## src/rtl/bisr_repair_sequencer.sv

```systemverilog
// BIST launch / fault-block filter / BISR load sequencer for the SRAM array.
// One report per distinct 128-byte block; host access held off until repair completes.

module bisr_blk_entry #(
  parameter int IDX_W = 9
) (
  input  logic             clk,
  input  logic             rst,
  input  logic             clr,
  input  logic             wr,
  input  logic [IDX_W-1:0] wr_blk,
  input  logic [IDX_W-1:0] cmp_blk,
  output logic             hit
);
  logic             vld_q, vld_d;
  logic [IDX_W-1:0] blk_q, blk_d;

  always_comb begin
    vld_d = vld_q;
    blk_d = blk_q;
    if (clr) begin
      vld_d = 1'b0;
    end else if (wr) begin
      vld_d = 1'b1;
      blk_d = wr_blk;
    end
  end

  always_ff @(posedge clk or posedge rst) begin
    if (rst) begin
      vld_q <= 1'b0;
      blk_q <= '0;
    end else begin
      vld_q <= vld_d;
      blk_q <= blk_d;
    end
  end

  assign hit = vld_q && (blk_q == cmp_blk);
endmodule

module bisr_repair_sequencer #(
  parameter int ADDR_W          = 16,
  parameter int BLK_OFS_W       = 7,
  parameter int MAX_FAULT_BLOCK = 25,
  parameter int TIMEOUT_CYCLES  = 16'hFFFF
) (
  input  logic              CLK,
  input  logic              RST,
  input  logic              START,
  output logic              BIST_START,
  input  logic              BIST_FAIL_VALID,
  input  logic [ADDR_W-1:0] BIST_FAIL_ADDR,
  input  logic              BIST_DONE,
  output logic              BIST_EN,
  output logic              REPAIR_VALID,
  output logic [ADDR_W-1:0] REPAIR_ADDR,
  output logic [4:0]        FAULT_COUNT,
  output logic              HOST_READY,
  output logic              DONE,
  output logic              UNREPAIRABLE,
  output logic              TIMEOUT
);
  localparam int IDX_W = ADDR_W - BLK_OFS_W;
  localparam int CNT_W = 5;
  localparam int TMO_W = 16;

  localparam logic [2:0] S_IDLE   = 3'd0;
  localparam logic [2:0] S_LAUNCH = 3'd1;
  localparam logic [2:0] S_RUN    = 3'd2;
  localparam logic [2:0] S_DRAIN  = 3'd3;
  localparam logic [2:0] S_READY  = 3'd4;
  localparam logic [2:0] S_FAIL   = 3'd5;

  logic [2:0]        state_q, state_d;
  logic [CNT_W-1:0]  fault_cnt_q, fault_cnt_d;
  logic [TMO_W-1:0]  tmo_cnt_q, tmo_cnt_d;
  logic              unrep_q, unrep_d;
  logic              tmo_flag_q, tmo_flag_d;
  logic              rv_q, rv_d;
  logic [ADDR_W-1:0] raddr_q, raddr_d;

  logic [IDX_W-1:0]           fail_blk;
  logic [MAX_FAULT_BLOCK-1:0] hit;
  logic                       accept;
  logic                       list_clr;
  logic                       unused_ofs;

  assign fail_blk   = BIST_FAIL_ADDR[ADDR_W-1:BLK_OFS_W];
  assign unused_ofs = ^BIST_FAIL_ADDR[BLK_OFS_W-1:0];

  // Entry i is only ever written while FAULT_COUNT == i, so the list fills in order.
  for (genvar i = 0; i < MAX_FAULT_BLOCK; i++) begin : g_ent
    bisr_blk_entry #(.IDX_W(IDX_W)) u_ent (
      .clk    (CLK),
      .rst    (RST),
      .clr    (list_clr),
      .wr     (accept && (fault_cnt_q == CNT_W'(i))),
      .wr_blk (fail_blk),
      .cmp_blk(fail_blk),
      .hit    (hit[i])
    );
  end

  always_comb begin
    state_d     = state_q;
    fault_cnt_d = fault_cnt_q;
    tmo_cnt_d   = tmo_cnt_q;
    unrep_d     = unrep_q;
    tmo_flag_d  = tmo_flag_q;
    rv_d        = 1'b0;
    raddr_d     = raddr_q;
    accept      = 1'b0;
    list_clr    = 1'b0;
    case (state_q)
      S_IDLE: if (START) state_d = S_LAUNCH;
      S_LAUNCH: begin
        list_clr    = 1'b1;
        fault_cnt_d = '0;
        tmo_cnt_d   = '0;
        unrep_d     = 1'b0;
        tmo_flag_d  = 1'b0;
        state_d     = S_RUN;
      end
      S_RUN: begin
        tmo_cnt_d = tmo_cnt_q + TMO_W'(1);
        if (BIST_FAIL_VALID && !(|hit)) begin
          if (fault_cnt_q < CNT_W'(MAX_FAULT_BLOCK)) begin
            accept      = 1'b1;
            fault_cnt_d = fault_cnt_q + CNT_W'(1);
            rv_d        = 1'b1;
            raddr_d     = {fail_blk, {BLK_OFS_W{1'b0}}};
          end else begin
            unrep_d = 1'b1;
          end
        end
        // Done takes priority over an expiring timeout in the same cycle.
        if (BIST_DONE) begin
          state_d = S_DRAIN;
        end else if (tmo_cnt_d == TMO_W'(TIMEOUT_CYCLES)) begin
          tmo_flag_d = 1'b1;
          state_d    = S_FAIL;
        end
      end
      S_DRAIN: state_d = unrep_q ? S_FAIL : S_READY;
      default: ;
    endcase
  end

  always_ff @(posedge CLK or posedge RST) begin
    if (RST) begin
      state_q     <= S_IDLE;
      fault_cnt_q <= '0;
      tmo_cnt_q   <= '0;
      unrep_q     <= 1'b0;
      tmo_flag_q  <= 1'b0;
      rv_q        <= 1'b0;
      raddr_q     <= '0;
    end else begin
      state_q     <= state_d;
      fault_cnt_q <= fault_cnt_d;
      tmo_cnt_q   <= tmo_cnt_d;
      unrep_q     <= unrep_d;
      tmo_flag_q  <= tmo_flag_d;
      rv_q        <= rv_d;
      raddr_q     <= raddr_d;
    end
  end

  assign BIST_START   = (state_q == S_LAUNCH);
  assign BIST_EN      = (state_q == S_LAUNCH) || (state_q == S_RUN) || (state_q == S_DRAIN);
  assign HOST_READY   = (state_q == S_READY);
  assign DONE         = (state_q == S_READY) || (state_q == S_FAIL);
  assign REPAIR_VALID = rv_q;
  assign REPAIR_ADDR  = raddr_q;
  assign FAULT_COUNT  = fault_cnt_q;
  assign UNREPAIRABLE = unrep_q;
  assign TIMEOUT      = tmo_flag_q;
endmodule

```

## config.mk

```make
export PLATFORM = sky130hd
export DESIGN_NAME = bisr_repair_sequencer
export DESIGN_NICKNAME = d
export VERILOG_FILES = /design/src/rtl/bisr_repair_sequencer.sv
export SDC_FILE = /design/constraint.sdc
export NUM_CORES = 1
export LEC_CHECK = 0
export BUFFER_PORTS_ARGS = -buffer_cell sky130_fd_sc_hd__buf_2
export CAP_MARGIN = 20
export CORE_ASPECT_RATIO = 0.7
export CORE_MARGIN = 10
export CORE_UTILIZATION = 35
export CTS_CLUSTER_SIZE = 20
export DETAILED_ROUTE_END_ITERATION = 16
export GPL_TIMING_DRIVEN = 0
export SETUP_SLACK_MARGIN = 0.15
export SYNTH_ARGS = -nofsm -noshare
export SYNTH_HDL_FRONTEND = slang
export SYNTH_HIERARCHICAL = 1
export SYNTH_SLANG_ARGS = --single-unit
export TNS_END_PERCENT = 1
```

## constraint.sdc

```tcl
create_clock -name CLK -period 8.5 [get_ports CLK]
set_clock_uncertainty 0.2 [all_clocks]
set_input_delay 1.7 -clock CLK [delete_from_list [all_inputs] [get_ports CLK]]
set_output_delay 1.7 -clock CLK [all_outputs]
set_load 0.01 [all_outputs]
```

; ---- Yosys cells after proc, flatten, opt, wreduce, memory -nomap -nowiden
; Cells that the tools add are included.
[classes]
n_reduce_logical = 115
addsub = 2
n_eq_ne = 62
n_mul = 0
div = 0
order_cmp = 1
mux = 69
n_bitwise = 1
n_shift = 0
[op_table]
columns = op, count
row1 = equality test 9 bit, 25
row2 = two-way mux 1 bit, 59
row3 = nonzero test 2 bit, 26
row4 = logical AND 1 bit, 51
row5 = AND reduction 2 bit, 25
row6 = equality test 5 bit (second input constant), 9
row7 = equality test 5 x 4 -> 1 bit (second input constant), 8
row8 = one-hot mux 16 bit (2 select lines), 1
row9 = OR reduction 25 bit, 1
row10 = equality test 5 x 3 -> 1 bit (second input constant), 4
row11 = adder 16 x 1 -> 16 bit (second input constant), 1
row12 = equality test 16 bit (second input constant), 1
row13 = AND reduction 3 bit, 5
row14 = inequality test 2 bit (second input constant), 6
row15 = one-hot mux 3 bit (4 select lines), 1
row16 = equality test 5 x 2 -> 1 bit (second input constant), 2
row17 = two-way mux 5 bit, 2
row18 = one-hot mux 5 bit (2 select lines), 1
row19 = two-way mux 3 bit, 3
row20 = equality test 3 x 2 -> 1 bit (second input constant), 2
row21 = equality test 3 bit (second input constant), 2
row22 = adder 5 x 1 -> 5 bit (second input constant), 1
row23 = equality test 5 x 1 -> 1 bit (second input constant), 1
row24 = logical NOT 5 bit, 1
row25 = other kinds (9), 12
[totals]
ramBits = 0
mem_count = 0
ff_bits = 286
word_cells = 307
inputBits = 21
romBits = 0
latchBits = 0

; ---- Longest topological paths before layout
; Gate-level depths: netlist of the first run.
[logic_depth]
ltp_word = 10
ltp_mapped = 13
mapped_depth_nobuf = 11

; ---- Hierarchy
; The synthesis of the first run kept the hierarchy.
[modules_own_cells]
columns = mod, area_per_inst_um2, instances, cells_per_inst, seq_area_each_um2
row1 = bisr_blk_entry, 521.8, 25, 37, 250.2
row2 = bisr_repair_sequencer, 2327.2, 1, 289, 900.9

; ---- Worst setup path before layout of the first run
; OpenSTA, ideal clock, no wires.
[synth_timing]
kind = flip-flop to output port
start = reg state_q[2]
end = out BIST_START
arrival_time_ps = 2525
setup_slack_ps = 4075
t_required_ps = 6600
n_path_buf = 0
stages_incl_launch_ff = 4
path_cell_list = dfrtp_1 > nor2b_1 > nand2_1 > inv_1
[synth_via]
elab_chain_cells = 1
[synth_lines]
columns = item, line
row1 = start: declaration, 75  ; logic [2:0] state_q, state_d;
row2 = start signal: assignment, 160  ; state_q <= state_d;
row3 = equality test 3 x 1 -> 1 bit, 170  ; assign BIST_START = (state_q == S_LAUNCH);
row4 = end: declaration, 51  ; output logic BIST_START,
; No other way between the ends.

; ---- Worst setup path after layout of the first run
[layout_timing]
start = in BIST_FAIL_ADDR[8]
end = reg g_ent[6].u_ent.blk_q[8]
[layout_via]
elab_chain_cells = 9
word_cells_on_any_way = 57
cone_classes = eq/ne: 25 / mux: 2 / reduce/logical: 30
[layout_lines]
columns = item, line
row1 = start: declaration, 53  ; input logic [ADDR_W-1:0] BIST_FAIL_ADDR,
row2 = equality test 9 bit, 39  ; assign hit = vld_q && (blk_q == cmp_blk);
row3 = logical AND 1 bit, 39
row4 = named net hit[23], 84  ; logic [MAX_FAULT_BLOCK-1:0] hit;
row5 = OR reduction 25 bit, 127  ; if (BIST_FAIL_VALID && !(|hit)) begin
row6 = logical NOT 1 bit, 127
row7 = logical AND 1 bit, 127
row8 = two-way mux 1 bit, 127
row9 = two-way mux 1 bit, 115  ; case (state_q)
row10 = logical AND 1 bit, 98  ; .wr (accept && (fault_cnt_q == CNT_W'(i))),
row11 = AND reduction 2 bit (no source line), n/a
row12 = end signal: assignment, 35  ; blk_q <= blk_d;
row13 = end: declaration, 16  ; logic [IDX_W-1:0] blk_q, blk_d;
; The timed path passes the listed nets, and every way through them passes these cells.
; A chain may end at the register's enable or synchronous reset.

==> impl_metrics.toml, run 1 <==
[run_status]
status = "completed"

[sta]
tightest_slew_ns = 1.02
finalCritPeriodShare = 0.718
slew_violations = 0
fmax_mhz = 164
finalHoldViolCount = 0
finalSetupTns_ns = 0
final_critical_path_setup_slack_ns = 2.40
rsz0062_at_grt = "no"
max_slew_margin = 0.313
hold-worst-slack_ns = 0.275
finalSetupViolations = 0
period_minus_slack_ns = 6.10

[clocking]
cts_setup_buffers = 0
clockBufferDepth = 3
cts_tree = "done"
clock_latency_ns = 0.55
cts_max_level = 1
clk_root_buffer_cell = "sky130_fd_sc_hd__clkbuf_16"
clkSlewWorstSetupHoldPaths_ns = 0.07
cts_num_sinks = 286
hold_fix_buffers_cts = 0
ctsResizeCount = 0
cts_buffers = 27

[worst_setup_path]
slowest_stage = "sky130_fd_sc_hd__nor4_1"
worst-r2r-setup-slack_ns = 4.02
critical_path.startpoint_type = "input port"
largest_stage_delay_worst_path_ns = 0.84
ff2ff_path_depth = 12
critical_path_peak_fanout = 28
required_time_reported_for_the_critical_path_endpoint_ns = 8.73
worstPathCellList = "buf_2 -> buf_12 -> xnor2_1 -> nand4_1 -> nor3_1 -> nor4b_1 -> nand4_2 -> or3_1 -> buf_2 -> buf_2 -> nor4_1 -> nor2b_4 -> buf_6 -> mux2_4"
critical_path_data_arrival_time_ns = 6.33
worstReg2RegEnd = "g_ent[6].u_ent/blk_q[8]$_DFFE_PP0P_"
crit_top_cell = "sky130_fd_sc_hd__buf_2"
timing.critical_path.buf_inv = 5
worstSetupPathType = "input port to flop"
critPathTopFamily = "simple AND/OR/NAND/NOR gates"
critical_path.endpoint_type = "flop"
rr_startpoint = "g_ent[23].u_ent/blk_q[8]$_DFFE_PP0P_"

[pwr]
power.ir.vdd_worst_mv = 0.126
power.sequential.fraction = 0.476
powerDensity_nw_per_um2 = 180
clockPowerShare = 0.406
combPwrFrac = 0.118
cell_internal_pwr_mw = 2.33
power_leakage_nw = 7.48
switchingPower_uw = 802
netSwitchingFraction = 0.256

[layout]
syn2layout_area_growth_pct = 13.2
layout-drive-gt1-share = 0.299
final_antenna_diode_count = 0
stdcell_count = 1904
layout.nets = 1318

[synthesis]
share_of_flip_flops_with_an_asynchronous_set_or_reset_after_synthesis = 1.00
synth_enable_flop_cells = 0
synthesis.area_sq_um = 15400
syn-instance-count = 1214
ys_ff_latch = 286
yosysWarningCount = 6
dominantRegCellSynth = "sky130_fd_sc_hd__dfrtp_1"
syn-mean-instance-area_sq_um = 12.7
synth-seq-area-share = 0.466
yosysUniqueCellTypes = 49

[route]
vias = 8972
route.detailed.drc = 0
vias_per_cell = 4.71
routed_wire_length_per_instance_um = 17.1
antenna_left = 0
drtPass1Iterations = 5
drt_wl_total_um = 32600
drt_iter0_drc = 583

[die]
num_rows = 64
die_area_sq_um = 52800
chipWidth_um = 270
initial_cell_density_of_the_core = 0.353
pin_count = 49
core_area_sq_um = 43600
fp.dieH_um = 195

[grt]
wire_length_of_the_first_global_routing_pass_um = 54200
grt_start_max_net_pins = 52
number_of_antenna_violations_at_the_first_check_in_global_routing = 0
grt_pass1_vias = 9335
grt_util_all_layers = 0.125
grt_overflow = 0

[min_path]
min_from = "REPAIR_ADDR[11]$_DFFE_PP0P_"
worstHoldPathCells = 2
min_to = "REPAIR_ADDR[11]$_DFFE_PP0P_"
worst_hold_path_type = "flop to flop"

[placement]
gp_congestion = 0.781
detailedPlacementHpwl_um = 20300
placed_cells = 1855
buffer_ports.inserted = 34
place_ws_ns = 1.94

[job]
cap_viol_max_count = 0
==> stage by stage <==
stage / instance area (sq um) / total power, mW / util
3_5_place_dp: 16500 / 1.89 / 0.378
4_1_cts: 17400 / 3.18 / 0.400
2_1_floorplan: 15400 / 1.74 / -
6_report: 17400 / 3.13 / 0.400
3_3_place_gp: 16300 / 1.88 / 0.374
5_1_grt: 17400 / 3.28 / 0.400
==> logic make-up (layout without fill, tap and decap cells) <==
| logic type | count (synthesis) | count (layout) | synth area share |
|---|---|---|---|
| compound gates | 59 | 59 | 0.0231 |
| fa+ha+maj | 7 | 7 | 0.00570 |
| xor+xnor | 227 | 227 | 0.129 |
| mux | 225 | 225 | 0.220 |
| buf+inv | 86 | 176 | 0.0354 |
| other cells | 1 | 7 | 0.000244 |
| flops | 286 | 286 | 0.466 |
| simple gates | 323 | 323 | 0.121 |
==> power by group through the flow <==
stage                     registers (mW)  clock network, mW  logic (mW)
after floorplan                     1.52                  0       0.223
after global placement              1.51                  0       0.362
after detailed placement            1.52                  0       0.373
after CTS                           1.49               1.31       0.375
after global routing                1.50               1.37       0.412
final                               1.49               1.27       0.369
==> worst reg2reg max path, stage by stage, from the launching register on <==
cell	delay, ns
sky130_fd_sc_hd__dfrtp_1	0.39
sky130_fd_sc_hd__xnor2_1	0.13
sky130_fd_sc_hd__nand4_1	0.15
sky130_fd_sc_hd__nor3_1	0.07
sky130_fd_sc_hd__nor4b_1	0.69
sky130_fd_sc_hd__nand4_2	0.33
sky130_fd_sc_hd__or3_1	0.42
sky130_fd_sc_hd__buf_2	0.17
sky130_fd_sc_hd__buf_2	0.19
sky130_fd_sc_hd__nor4_1	0.84
sky130_fd_sc_hd__nor2b_4	0.30
sky130_fd_sc_hd__buf_6	0.17
sky130_fd_sc_hd__mux2_4	0.31
==> state kept, by name, indices dropped and copies added, names as in the netlist <==
| register | cells |
|---|---|
| FAULT_COUNT | 5 |
| REPAIR_ADDR | 9 |
| REPAIR_VALID | 1 |
| TIMEOUT | 1 |
| UNREPAIRABLE | 1 |
| g_ent.u_ent/blk_q | 225 |
| g_ent.u_ent/vld_q | 25 |
| state_q | 3 |
| tmo_cnt_q | 16 |
==> placed cells by master, fill, tap and decap left out, drive strengths merged, types with 5 or more instances in the layout <==
cell	instances
conb	7
clkinv	10
inv	35
o31ai	6
buf	79
nand4	61
nand2	73
nor2b	30
and3	5
clkbuf	44
or3	5
o21ai	27
a31oi	7
xnor2	227
mux2	225
nor4	13
dfrtp	286
nor3	30
nor2	73
a21oi	8
ha	7
nand3	10
==> metal layers <==
metal,vias up,global-route usage,wire [um]
met5,-,0,0
met4,0,0.0217,525
met3,36,0.0219,1030
met2,91,0.179,13500
met1,4550,0.193,17600
li1,4295,-,-
==> area by class of cell <==
type / instances / area (sq um)
tap: 594 / 743
timing repair buffer: 41 / 335
clock inverter: 18 / 200
fill: 4135 / 26200
buffer: 51 / 413
clock buffer: 31 / 731
multi-input combinational: 848 / 7690
sequential: 286 / 7160
inverter: 35 / 134
==> cells in the mapped netlist (all sizes together) (2+ instances only) <==
library cell  number  area [sq um]
nor4              13          81.3
a21oi              8          40.0
a31oi              7          43.8
buf               38           364
inv               35           131
nand2b             3          18.8
and3b              2          17.5
mux2             225          3380
nor3b              4          41.3
nor3              30           150
xnor2            227          1990
dfrtp            286          7160
nand3             10          55.1
clkbuf            13          48.8
nor2b             30           375
or2                3          18.8
nand3b             2          15.0
and3               5          31.3
o21ai             27           135
ha                 7          87.6
nand2             73           274
nand4             61           388
o31ai              6          45.0
and2               3          18.8
or3                5          31.3
nor4b              4          35.0
nor2              73           289
==> worst max path at each step <==
stage / slack (ns) / to / cells past startpoint / start
finish: 2.40 / g_ent[6].u_ent/blk_q[8]$_DFFE_PP0P_ / 14 / BIST_FAIL_ADDR[8]
global route: 2.26 / g_ent[6].u_ent/blk_q[8]$_DFFE_PP0P_ / 14 / BIST_FAIL_ADDR[8]
CTS: 2.52 / g_ent[6].u_ent/blk_q[8]$_DFFE_PP0P_ / 14 / BIST_FAIL_ADDR[8]
detailed placement: 1.94 / g_ent[6].u_ent/blk_q[5]$_DFFE_PP0P_ / 14 / BIST_FAIL_ADDR[8]
global placement: 1.60 / g_ent[6].u_ent/blk_q[0]$_DFFE_PP0P_ / 13 / BIST_FAIL_ADDR[13]
floorplan: 4.08 / BIST_START / 3 / state_q[2]$_DFFE_PP0P_
Power figures use the tool's default switching activity.
==> run 2: changes to the inputs <==
==> constraint.sdc (replaced) <==
create_clock -name CLK -period 5.1 [get_ports CLK]
set_clock_uncertainty 0.2 [all_clocks]
set_input_delay 1.02 -clock CLK [delete_from_list [all_inputs] [get_ports CLK]]
set_output_delay 1.02 -clock CLK [all_outputs]
set_load 0.01 [all_outputs]
==> impl_metrics.toml, run 2 (same netlist as run 1, synthesis figures left out) <==
[grt]
number_of_antenna_violations_at_the_first_check_in_global_routing = 0
grtUsageMet1 = 0.194
wire_length_of_the_first_global_routing_pass_um = 54300
grt_pass1_vias = 9331
global_route.peak_usage_layer = "met1"
grt_overflow = 0
global_route.usage.met3 = 0.0219
grt_util_all_layers = 0.125
met2_usage = 0.179
grt_start_max_net_pins = 52

[die]
fp.dieH_um = 195
core_area_sq_um = 43600
die_area_sq_um = 52800
pin_count = 49
num_rows = 64
initial_cell_density_of_the_core = 0.353
chipWidth_um = 270

[sta]
max_slew_margin = 0.455
hold-worst-slack_ns = 0.274
finalSetupTns_ns = 0
rsz0062_at_grt = "no"
final_critical_path_setup_slack_ns = 0.283
finalSetupViolations = 0
tightest_slew_ns = 0.818
finalHoldViolCount = 0
fmax_mhz = 208
finalCritPeriodShare = 0.945
slew_violations = 0
period_minus_slack_ns = 4.82

[clocking]
clock_latency_ns = 0.55
clockBufferDepth = 3
clk_root_buffer_cell = "sky130_fd_sc_hd__clkbuf_16"
hold_fix_buffers_cts = 0
cts_tree = "done"
clkSlewWorstSetupHoldPaths_ns = 0.06
cts_buffers = 27
cts_num_sinks = 286
cts_max_level = 1

[route]
route.detailed.drc = 0
antenna_left = 0
drt_wl_total_um = 32800
vias_per_cell = 4.74
vias = 9030
routed_wire_length_per_instance_um = 17.2
drt_iter0_drc = 598
drtPass1Iterations = 4

[worst_setup_path]
worstReg2RegEnd = "g_ent[2].u_ent/blk_q[4]$_DFFE_PP0P_"
critical_path_peak_fanout = 28
ff2ff_path_depth = 12
worst-r2r-setup-slack_ns = 0.98
required_time_reported_for_the_critical_path_endpoint_ns = 5.33
worstSetupPathType = "input port to flop"
rr_startpoint = "g_ent[8].u_ent/blk_q[0]$_DFFE_PP0P_"
critical_path_data_arrival_time_ns = 5.05
crit_path_to = "g_ent[2].u_ent/blk_q[4]$_DFFE_PP0P_"
critical_path.startpoint = "BIST_FAIL_ADDR[8]"
critical_path.startpoint_type = "input port"
critical_path.endpoint_type = "flop"

[layout]
finish.utilization = 0.401
layout_commonest_cell = "sky130_fd_sc_hd__dfrtp_1"
layout.cells.most_common_list = "sky130_fd_sc_hd__dfrtp_1, sky130_fd_sc_hd__xnor2_1, sky130_fd_sc_hd__mux2_4"
layout-drive-gt1-share = 0.303
sequential_cell_area_sq_um = 7160
regMostFlops = "g_ent.u_ent/blk_q"
multiInputGateArea_sq_um = 7720
fillerInstances = 4130
top_regs = "g_ent.u_ent/blk_q (225), g_ent.u_ent/vld_q (25), tmo_cnt_q (16)"
layout.nets = 1318
final_antenna_diode_count = 0
syn2layout_area_growth_pct = 13.6
largest_register_ffs = 225

[run_status]
status = "completed"

[min_path]
min_from = "REPAIR_ADDR[11]$_DFFE_PP0P_"
worst_hold_path_type = "flop to flop"

[pwr]
finalPower_mw = 5.23
powerDensity_nw_per_um2 = 299
power.ir.vdd_worst_mv = 0.211
power_leakage_nw = 7.49

[placement]
gp_congestion = 0.781
place_ws_ns = -0.782
detailedPlacementHpwl_um = 20300
buffer_ports.inserted = 34

[job]
cap_viol_max_count = 0
## run 2: changes by cell type in the layout (fill, tap and decap cells not counted), sizes merged
cell / delta
buf: -1
clkbuf: +1
## run 2: layer usage
layer  routed length (um)  up-vias
met4                  492        0
met1                17700     4579
li1                     -     4294
met5                    0        -
met2                13400      121
met3                 1160       36
## run 2: through the flow
| stage | std cells | instance area, sq um |
|---|---|---|
| 6_report | 1904 | 17500 |
| 5_1_grt | 1904 | 17500 |
| 4_1_cts | 1904 | 17400 |
| 3_5_place_dp | 1855 | 16500 |
| 3_3_place_gp | 1848 | 16300 |
| 2_1_floorplan | 1220 | 15400 |
## run 2: layout make-up
type	count	area share
Clock buffer	31	0.0419
Timing Repair Buffer	41	0.0204
Tap cell	594	0.0426
Multi-Input combinational cell	848	0.442
Clock inverter	18	0.0115
Buffer	51	0.0237
Sequential cell	286	0.410
Inverter	35	0.00767
## run 2: worst min path at each step
stage,end,depth (start not counted)
2_1_floorplan,tmo_cnt_q[14]$_DFFE_PP0P_,1
3_3_place_gp,REPAIR_ADDR[9]$_DFFE_PP0P_,2
3_5_place_dp,REPAIR_ADDR[11]$_DFFE_PP0P_,2
4_1_cts,REPAIR_ADDR[11]$_DFFE_PP0P_,2
5_1_grt,REPAIR_ADDR[13]$_DFFE_PP0P_,2
6_report,REPAIR_ADDR[11]$_DFFE_PP0P_,2
## run 2: critical path: stages
cell,delay (ns)
sky130_fd_sc_hd__buf_4,0.38
sky130_fd_sc_hd__buf_12,0.27
sky130_fd_sc_hd__xnor2_1,0.09
sky130_fd_sc_hd__nand4_1,0.11
sky130_fd_sc_hd__nor3_1,0.07
sky130_fd_sc_hd__nor4_1,0.71
sky130_fd_sc_hd__nand4_1,0.29
sky130_fd_sc_hd__or3_1,0.37
sky130_fd_sc_hd__buf_2,0.17
sky130_fd_sc_hd__buf_2,0.20
sky130_fd_sc_hd__nor4_1,0.57
sky130_fd_sc_hd__nor2b_4,0.27
sky130_fd_sc_hd__buf_6,0.18
sky130_fd_sc_hd__mux2_4,0.32
## run 2: repair_timing
action | in CTS | in global routing
gates resized for setup | 3 | 8
setup buffers | 0 | 0
setup endpoints to repair | 73 | 162
## run 2: report_power, final
part / switching (mW) / internal [mW] / total [mW]
Sequential: 0.101 / 2.39 / 2.49
Clock: 0.894 / 1.23 / 2.12
Combinational: 0.343 / 0.275 / 0.618
==> run 3: changes to the inputs <==
--- a/config.mk
+++ b/config.mk
@@ -5,9 +5,9 @@
 export SDC_FILE = /design/constraint.sdc
 export NUM_CORES = 1
 export LEC_CHECK = 0
-export BUFFER_PORTS_ARGS = -buffer_cell sky130_fd_sc_hd__buf_2
+export BUFFER_PORTS_ARGS = -buffer_cell sky130_fd_sc_hd__buf_4
 export CAP_MARGIN = 20
-export CORE_ASPECT_RATIO = 0.7
+export CORE_ASPECT_RATIO = 1.1
 export CORE_MARGIN = 10
 export CORE_UTILIZATION = 35
 export CTS_CLUSTER_SIZE = 20
==> impl_metrics.toml, run 3 (same netlist as run 1, synthesis figures left out) <==
[sta]
finalCritPeriodShare = 0.925
max_slew_margin = 0.475
rsz0062_at_grt = "no"
tightest_slew_ns = 0.787
final_critical_path_setup_slack_ns = 0.383
period_minus_slack_ns = 4.72
finalHoldViolCount = 0
fmax_mhz = 212
finalSetupViolations = 0
slew_violations = 0

[grt]
grt_overflow = 0
number_of_antenna_violations_at_the_first_check_in_global_routing = 0
grt_start_max_net_pins = 52
wire_length_of_the_first_global_routing_pass_um = 53600
grt_util_all_layers = 0.126
grt_pass1_vias = 9657

[layout]
largest_register_ffs = 225
layout.cells.most_common_list = "sky130_fd_sc_hd__dfrtp_1, sky130_fd_sc_hd__xnor2_1, sky130_fd_sc_hd__mux2_4"
syn2layout_area_growth_pct = 14.4
stdcell_count = 1890
regMostFlops = "g_ent.u_ent/blk_q"
final_antenna_diode_count = 0
top_regs = "g_ent.u_ent/blk_q (225), g_ent.u_ent/vld_q (25), tmo_cnt_q (16)"
layout_commonest_cell = "sky130_fd_sc_hd__dfrtp_1"
layout-drive-gt1-share = 0.299
layout.nets = 1319

[clocking]
clockBufferDepth = 3
cts_setup_buffers = 0
clock_latency_ns = 0.51
cts_tree = "done"
cts_max_level = 2
clk_root_buffer_cell = "sky130_fd_sc_hd__clkbuf_16"
cts_num_sinks = 286
clkSlewWorstSetupHoldPaths_ns = 0.05
cts_buffers = 34

[placement]
detailedPlacementHpwl_um = 19300
place_ws_ns = -0.348
buffer_ports.inserted = 34
placed_cells = 1829
gp_congestion = 0.775

[worst_setup_path]
ff2ff_path_depth = 12
slowest_stage = "sky130_fd_sc_hd__nor4_1"
critical_path.startpoint = "BIST_FAIL_ADDR[11]"
worstPathCellList = "buf_6 -> xnor2_1 -> nand4_1 -> nor3_1 -> nor4b_1 -> nand4_2 -> or3_1 -> buf_2 -> buf_2 -> nor4_1 -> nor2b_4 -> buf_6 -> mux2_4"
rr_startpoint = "g_ent[23].u_ent/blk_q[2]$_DFFE_PP0P_"
worstReg2RegEnd = "g_ent[6].u_ent/blk_q[0]$_DFFE_PP0P_"
worstSetupPathType = "input port to flop"
crit_path_to = "g_ent[6].u_ent/blk_q[0]$_DFFE_PP0P_"
crit_cells = 13
critical_path_peak_fanout = 51
worst-r2r-setup-slack_ns = 1.04
largest_stage_delay_worst_path_ns = 0.66
critical_path.endpoint_type = "flop"
critical_path_data_arrival_time_ns = 4.90
required_time_reported_for_the_critical_path_endpoint_ns = 5.29
timing.critical_path.buf_inv = 4
critical_path.startpoint_type = "input port"
critPathTopFamily = "simple AND/OR/NAND/NOR gates"

[route]
antenna_left = 0
drtPass1Iterations = 6
routed_wire_length_per_instance_um = 17.3
drt_iter0_drc = 477
drt_wl_total_um = 32700
vias = 9113
vias_per_cell = 4.82
route.detailed.drc = 0

[die]
num_rows = 80
fp.dieH_um = 240
initial_cell_density_of_the_core = 0.354
pin_count = 49
core_area_sq_um = 43400
die_area_sq_um = 52700
chipWidth_um = 220

[job]
cap_viol_max_count = 0

[min_path]
worst_hold_path_type = "flop to flop"

[pwr]
power.ir.vdd_worst_mv = 0.240
powerDensity_nw_per_um2 = 317
power_leakage_nw = 7.55

[run_status]
status = "completed"
==> run 3: changes by cell type in the layout (fill, tap and decap cells not counted), sizes merged <==
| cell | previous run | this run |
|---|---|---|
| clkinvlp | 4 | 0 |
| buf | 78 | 73 |
| inv | 35 | 36 |
| clkbuf | 45 | 66 |
| bufinv | 4 | 1 |
| clkinv | 10 | 6 |
==> run 3: layout make-up <==
class | count | area, sq um
plain buffers | 51 | 413
clock buffers | 53 | 1080
clock inverters | 8 | 68.8
fillers | 4121 | 25900
inverters | 35 | 134
multi-input cells | 848 | 7700
flip-flops and latches | 286 | 7160
well taps | 574 | 718
repair buffers | 35 | 317
==> run 3: worst reg2reg max path, cell delays in order (launching register included) <==
cell and delay, ns:
sky130_fd_sc_hd__dfrtp_1 0.40, sky130_fd_sc_hd__xnor2_1 0.13, sky130_fd_sc_hd__nand4_1 0.11, sky130_fd_sc_hd__nor3_1 0.08, sky130_fd_sc_hd__nor4b_1 0.62, sky130_fd_sc_hd__nand4_2 0.24
sky130_fd_sc_hd__or3_1 0.38, sky130_fd_sc_hd__buf_2 0.16, sky130_fd_sc_hd__buf_2 0.19, sky130_fd_sc_hd__nor4_1 0.66, sky130_fd_sc_hd__nor2b_4 0.28, sky130_fd_sc_hd__buf_6 0.17
sky130_fd_sc_hd__mux2_4 0.31
==> run 3: where the power goes <==
group	leakage, nW	internal, mW	switching (mW)
sequential	3.96	2.39	0.108
clock	0.571	1.50	0.944
combinational	3.02	0.295	0.343
total	7.55	4.18	1.40
==> run 3: per-layer routing <==
layer	vias to the layer above	global-route usage	routed length, um
met3	39	0.0223	1280
met5	-	0	0
met1	4662	0.169	15700
met4	0	0.0347	515
li1	4296	-	-
met2	116	0.204	15200
==> run 3: worst min path at each step <==
stage                                      startpoint                     endpoint  slack [ns]  depth (start not counted)
final                     REPAIR_ADDR[15]$_DFFE_PP0P_  REPAIR_ADDR[15]$_DFFE_PP0P_        0.28                          2
after global routing      REPAIR_ADDR[11]$_DFFE_PP0P_  REPAIR_ADDR[11]$_DFFE_PP0P_        0.32                          2
after CTS                 REPAIR_ADDR[15]$_DFFE_PP0P_  REPAIR_ADDR[15]$_DFFE_PP0P_        0.28                          2
after detailed placement  REPAIR_ADDR[15]$_DFFE_PP0P_  REPAIR_ADDR[15]$_DFFE_PP0P_        0.27                          2
after global placement      tmo_cnt_q[14]$_DFFE_PP0P_    tmo_cnt_q[14]$_DFFE_PP0P_        0.27                          1
after floorplan             tmo_cnt_q[14]$_DFFE_PP0P_    tmo_cnt_q[14]$_DFFE_PP0P_        0.25                          1
==> run 3: stage by stage <==
step | hold WS [ns] | total power [mW] | cell area, sq um | setup TNS [ns] | utilization
floorplan | 0.245 | 2.90 | 15400 | 0 | -
global placement | 0.271 | 3.17 | 16400 | -27.38 | 0.377
detailed placement | 0.266 | 3.18 | 16400 | -28.36 | 0.377
CTS | 0.279 | 5.65 | 17500 | 0 | 0.404
global route | 0.316 | 5.82 | 17600 | 0 | 0.405
finish | 0.279 | 5.58 | 17600 | 0 | 0.405
==> run 3: timing repair <==
action / in CTS / in global routing
gates resized for setup: 0 / 10
endpoints found under the setup margin: 0 / 134
hold buffers: 0 / 0
